<file path="src/rtl/pacman_motion.sv">
// Grid-locked Pac-Man motion on the 48-pixel maze lattice, one STEP per frame tick.
// Optional pellet tracking and the DONE state are compiled in with `define PACMAN_PELLET_EN.
module pacman_motion #(
  parameter int STEP = 2,
  parameter int SIZE = 10
) (
  input  logic        Clk,
  input  logic        Reset,
  input  logic        frame_clk,
  input  logic [7:0]  keycode,
  output logic [9:0]  BallX,
  output logic [9:0]  BallY,
  output logic [9:0]  Ball_size,
  output logic [1:0]  Dir,
  output logic        moving,
  output logic [87:0] pellets_eaten,
  output logic [6:0]  pellet_count,
  output logic        all_eaten,
  output logic [1:0]  state_o
);
  typedef enum logic [1:0] {IDLE, MOVE, BLOCKED, DONE} state_t;

  localparam logic [6:0] STEP_W = 7'(STEP);

  state_t      state_q, state_d;
  logic [1:0]  dir_q, dir_d, req_q, key_dir;
  logic        req_v_q, key_hit, fc_q, fc_prev_q, tick, go, arrive, done_hit;
  logic [3:0]  col_q, col_d;
  logic [2:0]  row_q, row_d;
  logic [5:0]  off_q, off_d;
  logic [6:0]  sum;
  logic [9:0]  x_q, y_q, pos_x, pos_y, base_x, base_y, off10;

  function automatic logic nb_exists(input logic [1:0] d, input logic [3:0] c, input logic [2:0] r);
    case (d)
      2'd0:    return c < 4'd10;
      2'd1:    return c != 4'd0;
      2'd2:    return r != 3'd7;
      default: return r != 3'd0;
    endcase
  endfunction

  function automatic logic [6:0] step_tile(input logic [1:0] d, input logic [3:0] c, input logic [2:0] r);
    case (d)
      2'd0:    return {c + 4'd1, r};
      2'd1:    return {c - 4'd1, r};
      2'd2:    return {c, r + 3'd1};
      default: return {c, r - 3'd1};
    endcase
  endfunction

  assign tick = fc_q & ~fc_prev_q;

  always_comb begin
    key_hit = 1'b1;
    key_dir = 2'd0;
    case (keycode)
      8'h07:   key_dir = 2'd0;
      8'h04:   key_dir = 2'd1;
      8'h16:   key_dir = 2'd2;
      8'h1A:   key_dir = 2'd3;
      default: key_hit = 1'b0;
    endcase
  end

  always_comb begin
    state_d = state_q;
    dir_d   = dir_q;
    col_d   = col_q;
    row_d   = row_q;
    off_d   = off_q;
    go      = 1'b0;
    arrive  = 1'b0;
    sum     = 7'd0;
    if (tick) begin
      case (state_q)
        IDLE, BLOCKED: begin
          if (req_v_q && nb_exists(req_q, col_q, row_q)) begin
            dir_d   = req_q;
            state_d = MOVE;
            go      = 1'b1;
          end
        end
        MOVE: begin
          if (req_v_q && req_q == (dir_q ^ 2'd1)) begin
            // The tile we were heading for becomes the reference centre.
            dir_d = req_q;
            go    = 1'b1;
            if (off_q != 6'd0) begin
              off_d          = 6'd48 - off_q;
              {col_d, row_d} = step_tile(dir_q, col_q, row_q);
            end
          end else if (off_q == 6'd0) begin
            if (req_v_q && nb_exists(req_q, col_q, row_q)) begin
              dir_d = req_q;
              go    = 1'b1;
            end else if (nb_exists(dir_q, col_q, row_q)) begin
              go = 1'b1;
            end else begin
              state_d = BLOCKED;
            end
          end else begin
            go = 1'b1;
          end
        end
        default: ;
      endcase
    end
    if (go) begin
      sum = {1'b0, off_d} + STEP_W;
      if (sum >= 7'd48) begin
        off_d          = 6'd0;
        {col_d, row_d} = step_tile(dir_d, col_d, row_d);
        arrive         = 1'b1;
      end else begin
        off_d = sum[5:0];
      end
    end
  end

  always_comb begin
    base_x = 10'd72 + 10'(col_q) * 10'd48;
    base_y = 10'd72 + 10'(row_q) * 10'd48;
    off10  = 10'(off_q);
    pos_x  = base_x;
    pos_y  = base_y;
    case (dir_q)
      2'd0:    pos_x = base_x + off10;
      2'd1:    pos_x = base_x - off10;
      2'd2:    pos_y = base_y + off10;
      default: pos_y = base_y - off10;
    endcase
  end

  always_ff @(posedge Clk) begin
    if (Reset) begin
      fc_q      <= 1'b0;
      fc_prev_q <= 1'b0;
      req_q     <= 2'd0;
      req_v_q   <= 1'b0;
      state_q   <= IDLE;
      dir_q     <= 2'd0;
      col_q     <= 4'd5;
      row_q     <= 3'd4;
      off_q     <= 6'd0;
      x_q       <= 10'd312;
      y_q       <= 10'd264;
    end else begin
      fc_q      <= frame_clk;
      fc_prev_q <= fc_q;
      if (key_hit) begin
        req_q   <= key_dir;
        req_v_q <= 1'b1;
      end
      state_q <= done_hit ? DONE : state_d;
      dir_q   <= dir_d;
      col_q   <= col_d;
      row_q   <= row_d;
      off_q   <= off_d;
      x_q     <= pos_x;
      y_q     <= pos_y;
    end
  end

`ifdef PACMAN_PELLET_EN
  logic [87:0] pel_q, pel_d;
  logic [6:0]  cnt_q, cnt_d, pel_idx;

  always_comb begin
    pel_idx  = 7'(row_d) * 7'd11 + 7'(col_d);
    pel_d    = pel_q;
    cnt_d    = cnt_q;
    done_hit = 1'b0;
    if (arrive && !pel_q[pel_idx]) begin
      pel_d[pel_idx] = 1'b1;
      cnt_d          = cnt_q + 7'd1;
      done_hit       = (cnt_q == 7'd87);
    end
  end

  always_ff @(posedge Clk) begin
    if (Reset) begin
      pel_q     <= 88'd0;
      pel_q[49] <= 1'b1;
      cnt_q     <= 7'd1;
    end else begin
      pel_q <= pel_d;
      cnt_q <= cnt_d;
    end
  end

  assign pellets_eaten = pel_q;
  assign pellet_count  = cnt_q;
  assign all_eaten     = (cnt_q == 7'd88);
`else
  logic unused_arrive;
  assign unused_arrive = arrive;
  assign done_hit      = 1'b0;
  assign pellets_eaten = 88'd0;
  assign pellet_count  = 7'd0;
  assign all_eaten     = 1'b0;
`endif

  assign BallX     = x_q;
  assign BallY     = y_q;
  assign Ball_size = 10'(SIZE);
  assign Dir       = dir_q;
  assign moving    = (state_q == MOVE);
  assign state_o   = state_q;
endmodule

</file>
<file path="config.mk">
export PLATFORM = sky130hd
export DESIGN_NAME = pacman_motion
export DESIGN_NICKNAME = d
export VERILOG_FILES = /design/src/rtl/pacman_motion.sv
export SDC_FILE = /design/constraint.sdc
export NUM_CORES = 1
export LEC_CHECK = 0
export CAP_MARGIN = 10
export CORE_ASPECT_RATIO = 2
export CORE_MARGIN = 2
export CORE_UTILIZATION = 51
export DETAILED_ROUTE_END_ITERATION = 10
export HOLD_SLACK_MARGIN = 0.03
export PLACE_DENSITY = 0.86
export SETUP_SLACK_MARGIN = 0.5
export SLEW_MARGIN = 0
export SYNTH_ARGS = -nofsm -noshare
export SYNTH_HDL_FRONTEND = slang
export SYNTH_SLANG_ARGS = --single-unit
</file>
<file path="constraint.sdc">
create_clock -name Clk -period 8.8 [get_ports Clk]
set_input_delay 2.2 -clock Clk [delete_from_list [all_inputs] [get_ports Clk]]
set_output_delay 2.2 -clock Clk [all_outputs]
set_load 0.05 [all_outputs]
</file>
==> flow_summary.yaml <==
critical_path:
  cp_max_fo: 11
  r2r_slack_ns: 5.27
  critPathKind: "flip-flop to output pin"
  reg2regPathDepth: 12
  critPathTopFamily: "buffers and inverters"
  path_cells: "nor2b_1, clkdlybuf4s50_1"
  worst_path_largest_cell_delay_ns: 0.82
  crit_cells: 2
  crit_buf_inv: 1
  rr_startpoint: "row_q[0]"
  crit_arrival_ns: 1.82
  rr_endpoint: "row_q[2]"
  setup.worst_path.start_class: "flip-flop"
  startpoint: "state_o[0]"
  required_ns: 6.60
  cp-end-kind: "output pin"
  cp-endpoint: "moving"
  crit_slowest_cell: "clkdlybuf4s50_1"
floorplanning:
  num_rows: 47
  io_pins: 142
  die_area_um2: 9227
  die_h_um: 133.9
  core_um2: 8233
  die-width_um: 68.93
  start_util_pct: 52.23
layout:
  fin_cells: 654
  drive_gt1_share_pct: 5.396
  regArea_um2: 820.8
  final_cell_mix: "108 x conb_1, 41 x dfxtp_1, 38 x nor2_1"
  fin_nets: 610
  n_fill_cell: 783
  multi_input_area_um2: 2910
  final_common_cell: "conb_1"
  diodes: 0
  area_delta_synth_final_pct: 4.219
logic_synthesis:
  netlist_area_um2: 4300
  seq_area_frac_synth_pct: 19.09
  synth_top_area_share_pct: 19.09
  yosysUniqueCellTypes: 70
  synth_area_per_cell_um2: 8.223
  postSynth.asyncResetShare_pct: 0
  synth_cells: 523
  synth_largest_area_cell: "dfxtp_1"
  ys.flop_type: "dfxtp_1"
  synth_area_leaders: "dfxtp_1 19%, buf_4 19%, ha_1 9.6%"
  yosys_warnings: 0
  synth-seq-cells: 41
  synth_edf_count: 0
clocking:
  cts.htree.levels: 2
  path_clk_slew_ns: 0.06
  insertion_delay_ns: 0.29
  postCtsHoldBufs: 0
  cts_setup_buffers: 0
  cts_resized: 0
  cts_tree: "yes"
  clockRootBuffer: "clkbuf_16"
  clk_path_buf_depth: 2
  cts_made_buffers: 5
  cts.sinks: 41
run_status:
  outcome: "finished, final reports clean"
grt:
  grt_start_max_net_pins: 40
  overflow: 0
  grt_usage_pct: 21.13
  grt_pass1_vias: 3378
  grt_pass1_wl_um: 14900
  antenna_found_initial: 0
sta:
  min_period_ns: 4.016
  tightestPinTransition_ns: 0.6899
  fin_skew_ns: 0.004451
  finalSetupViolCount: 0
  rsz0062_at_grt: "false"
  timing.final.hold_violations: 0
  finalCritPeriodShare_pct: 45.64
  fmax_ghz: 0.2490
  fin_setup_tns_ns: 0
  relSlewSlack_pct: 53.52
  slew_viol_final: 0
place:
  gp_congestion: 0.9462
  place_inst: 647
  io_buffers: 35
  dp_hpwl_um: 7316
worst_hold_path:
  hold_path_class: "flip-flop to flip-flop"
power:
  leakagePower_nw: 1.886
  power_density_nw_per_um2: 114.0
  ir_drop_v: 0.00008522
drt:
  drc: 0
  avgRoutedWirePerCell_um: 14.19
  viasPerCell: 5.278
  drtAntennaViolNets: 0
  drt_iter0_drc: 184
  routed_wl_um: 9278
  drtPass1Iterations: 5
  vias: 3452
run:
  drv_cap: 0
how the worst min path moves through the flow:
stage	startpoint	endpoint	slack (ns)	depth (start not counted)
after detailed placement	fc_q	fc_prev_q	0.53	1
after CTS	fc_q	fc_prev_q	0.54	1
after floorplan	fc_q	fc_prev_q	0.49	1
final	fc_q	fc_prev_q	0.54	1
after global routing	fc_q	fc_prev_q	0.56	1
after global placement	fc_q	fc_prev_q	0.52	1
per-layer routing:
metal,part of all wire (%),up-vias,wire length [µm],track usage [%]
met5,0,-,0,0
met4,5.5,0,507,15.25
met3,6.3,38,583,2.601
met2,56,178,5217,39.48
met1,32,1617,2970,19.29
li1,-,1619,-,-
Yosys cell counts, drive strengths merged (2+ instances only):
cell and n:
or2b 2, nand4 2, ha 33, mux2 3
nor2 38, xnor2 26, nor2b 8, a211oi 2
a2bb2oi 2, o21bai 5, nor3 14, o21ai 17
nand2b 6, or4 2, inv 28, o211ai 5
conb 2, or3 3, nand3 13, o31ai 2
and2 2, a31oi 4, buf 113, a21o 3
a21oi 34, a211o 2, clkbuf 6, dfxtp 41
nand2 34, or4b 2, nor4 5, and3 5
a32oi 2, xor2 8, nand3b 6, o21a 2
fa 10, o2111ai 3, mux2i 12
where the power goes:
part	internal (mW)	total [mW]	switching [mW]	leakage (nW)
registers	0.188	0.190	0.00154	0.332
logic	0.0163	0.139	0.122	1.48
clock network	0.111	0.182	0.0709	0.0700
cells by family (layout without fill, tap and decap cells):
logic type | count (synthesis) | after routing | synth area share, %
simple gates | 149 | 149 | 19.47
fa+ha+maj | 43 | 43 | 14.26
compound gates | 92 | 92 | 13.76
flops | 41 | 41 | 19.09
buf+inv | 147 | 74 | 22.49
other cells | 2 | 108 | 0.1746
xor+xnor | 34 | 34 | 7.099
mux | 15 | 15 | 3.666
through the flow:
step / power (mW) / util [%] / hold WS (ns) / instance area [µm²] / setup WS (ns)
2_1_floorplan: 0.3543 / - / 0.4945 / 4698 / 5.024
3_3_place_gp: 0.3299 / 52.71 / 0.5237 / 4339 / 5.099
3_5_place_dp: 0.3311 / 52.71 / 0.5292 / 4339 / 5.090
4_1_cts: 0.5141 / 54.44 / 0.5406 / 4482 / 4.760
5_1_grt: 0.5268 / 54.44 / 0.5639 / 4482 / 4.702
6_report: 0.5108 / 54.44 / 0.5400 / 4482 / 4.784
layout make-up:
cell class              instances  area share, %
multi-input cells             441          64.94
flip-flops and latches         41          18.31
repair buffers                 39          8.487
clock buffers                   7          3.183
well taps                      98          2.736
inverters                      28          2.345
state kept, by name (all words and copies together) (netlist names):
signal     cells
BallY         10
fc_q           1
fc_prev_q      1
BallX         10
req_v_q        1
Dir            2
state_o        2
row_q          3
off_q          5
req_q          2
col_q          4
(Power assumes the default switching activity.)
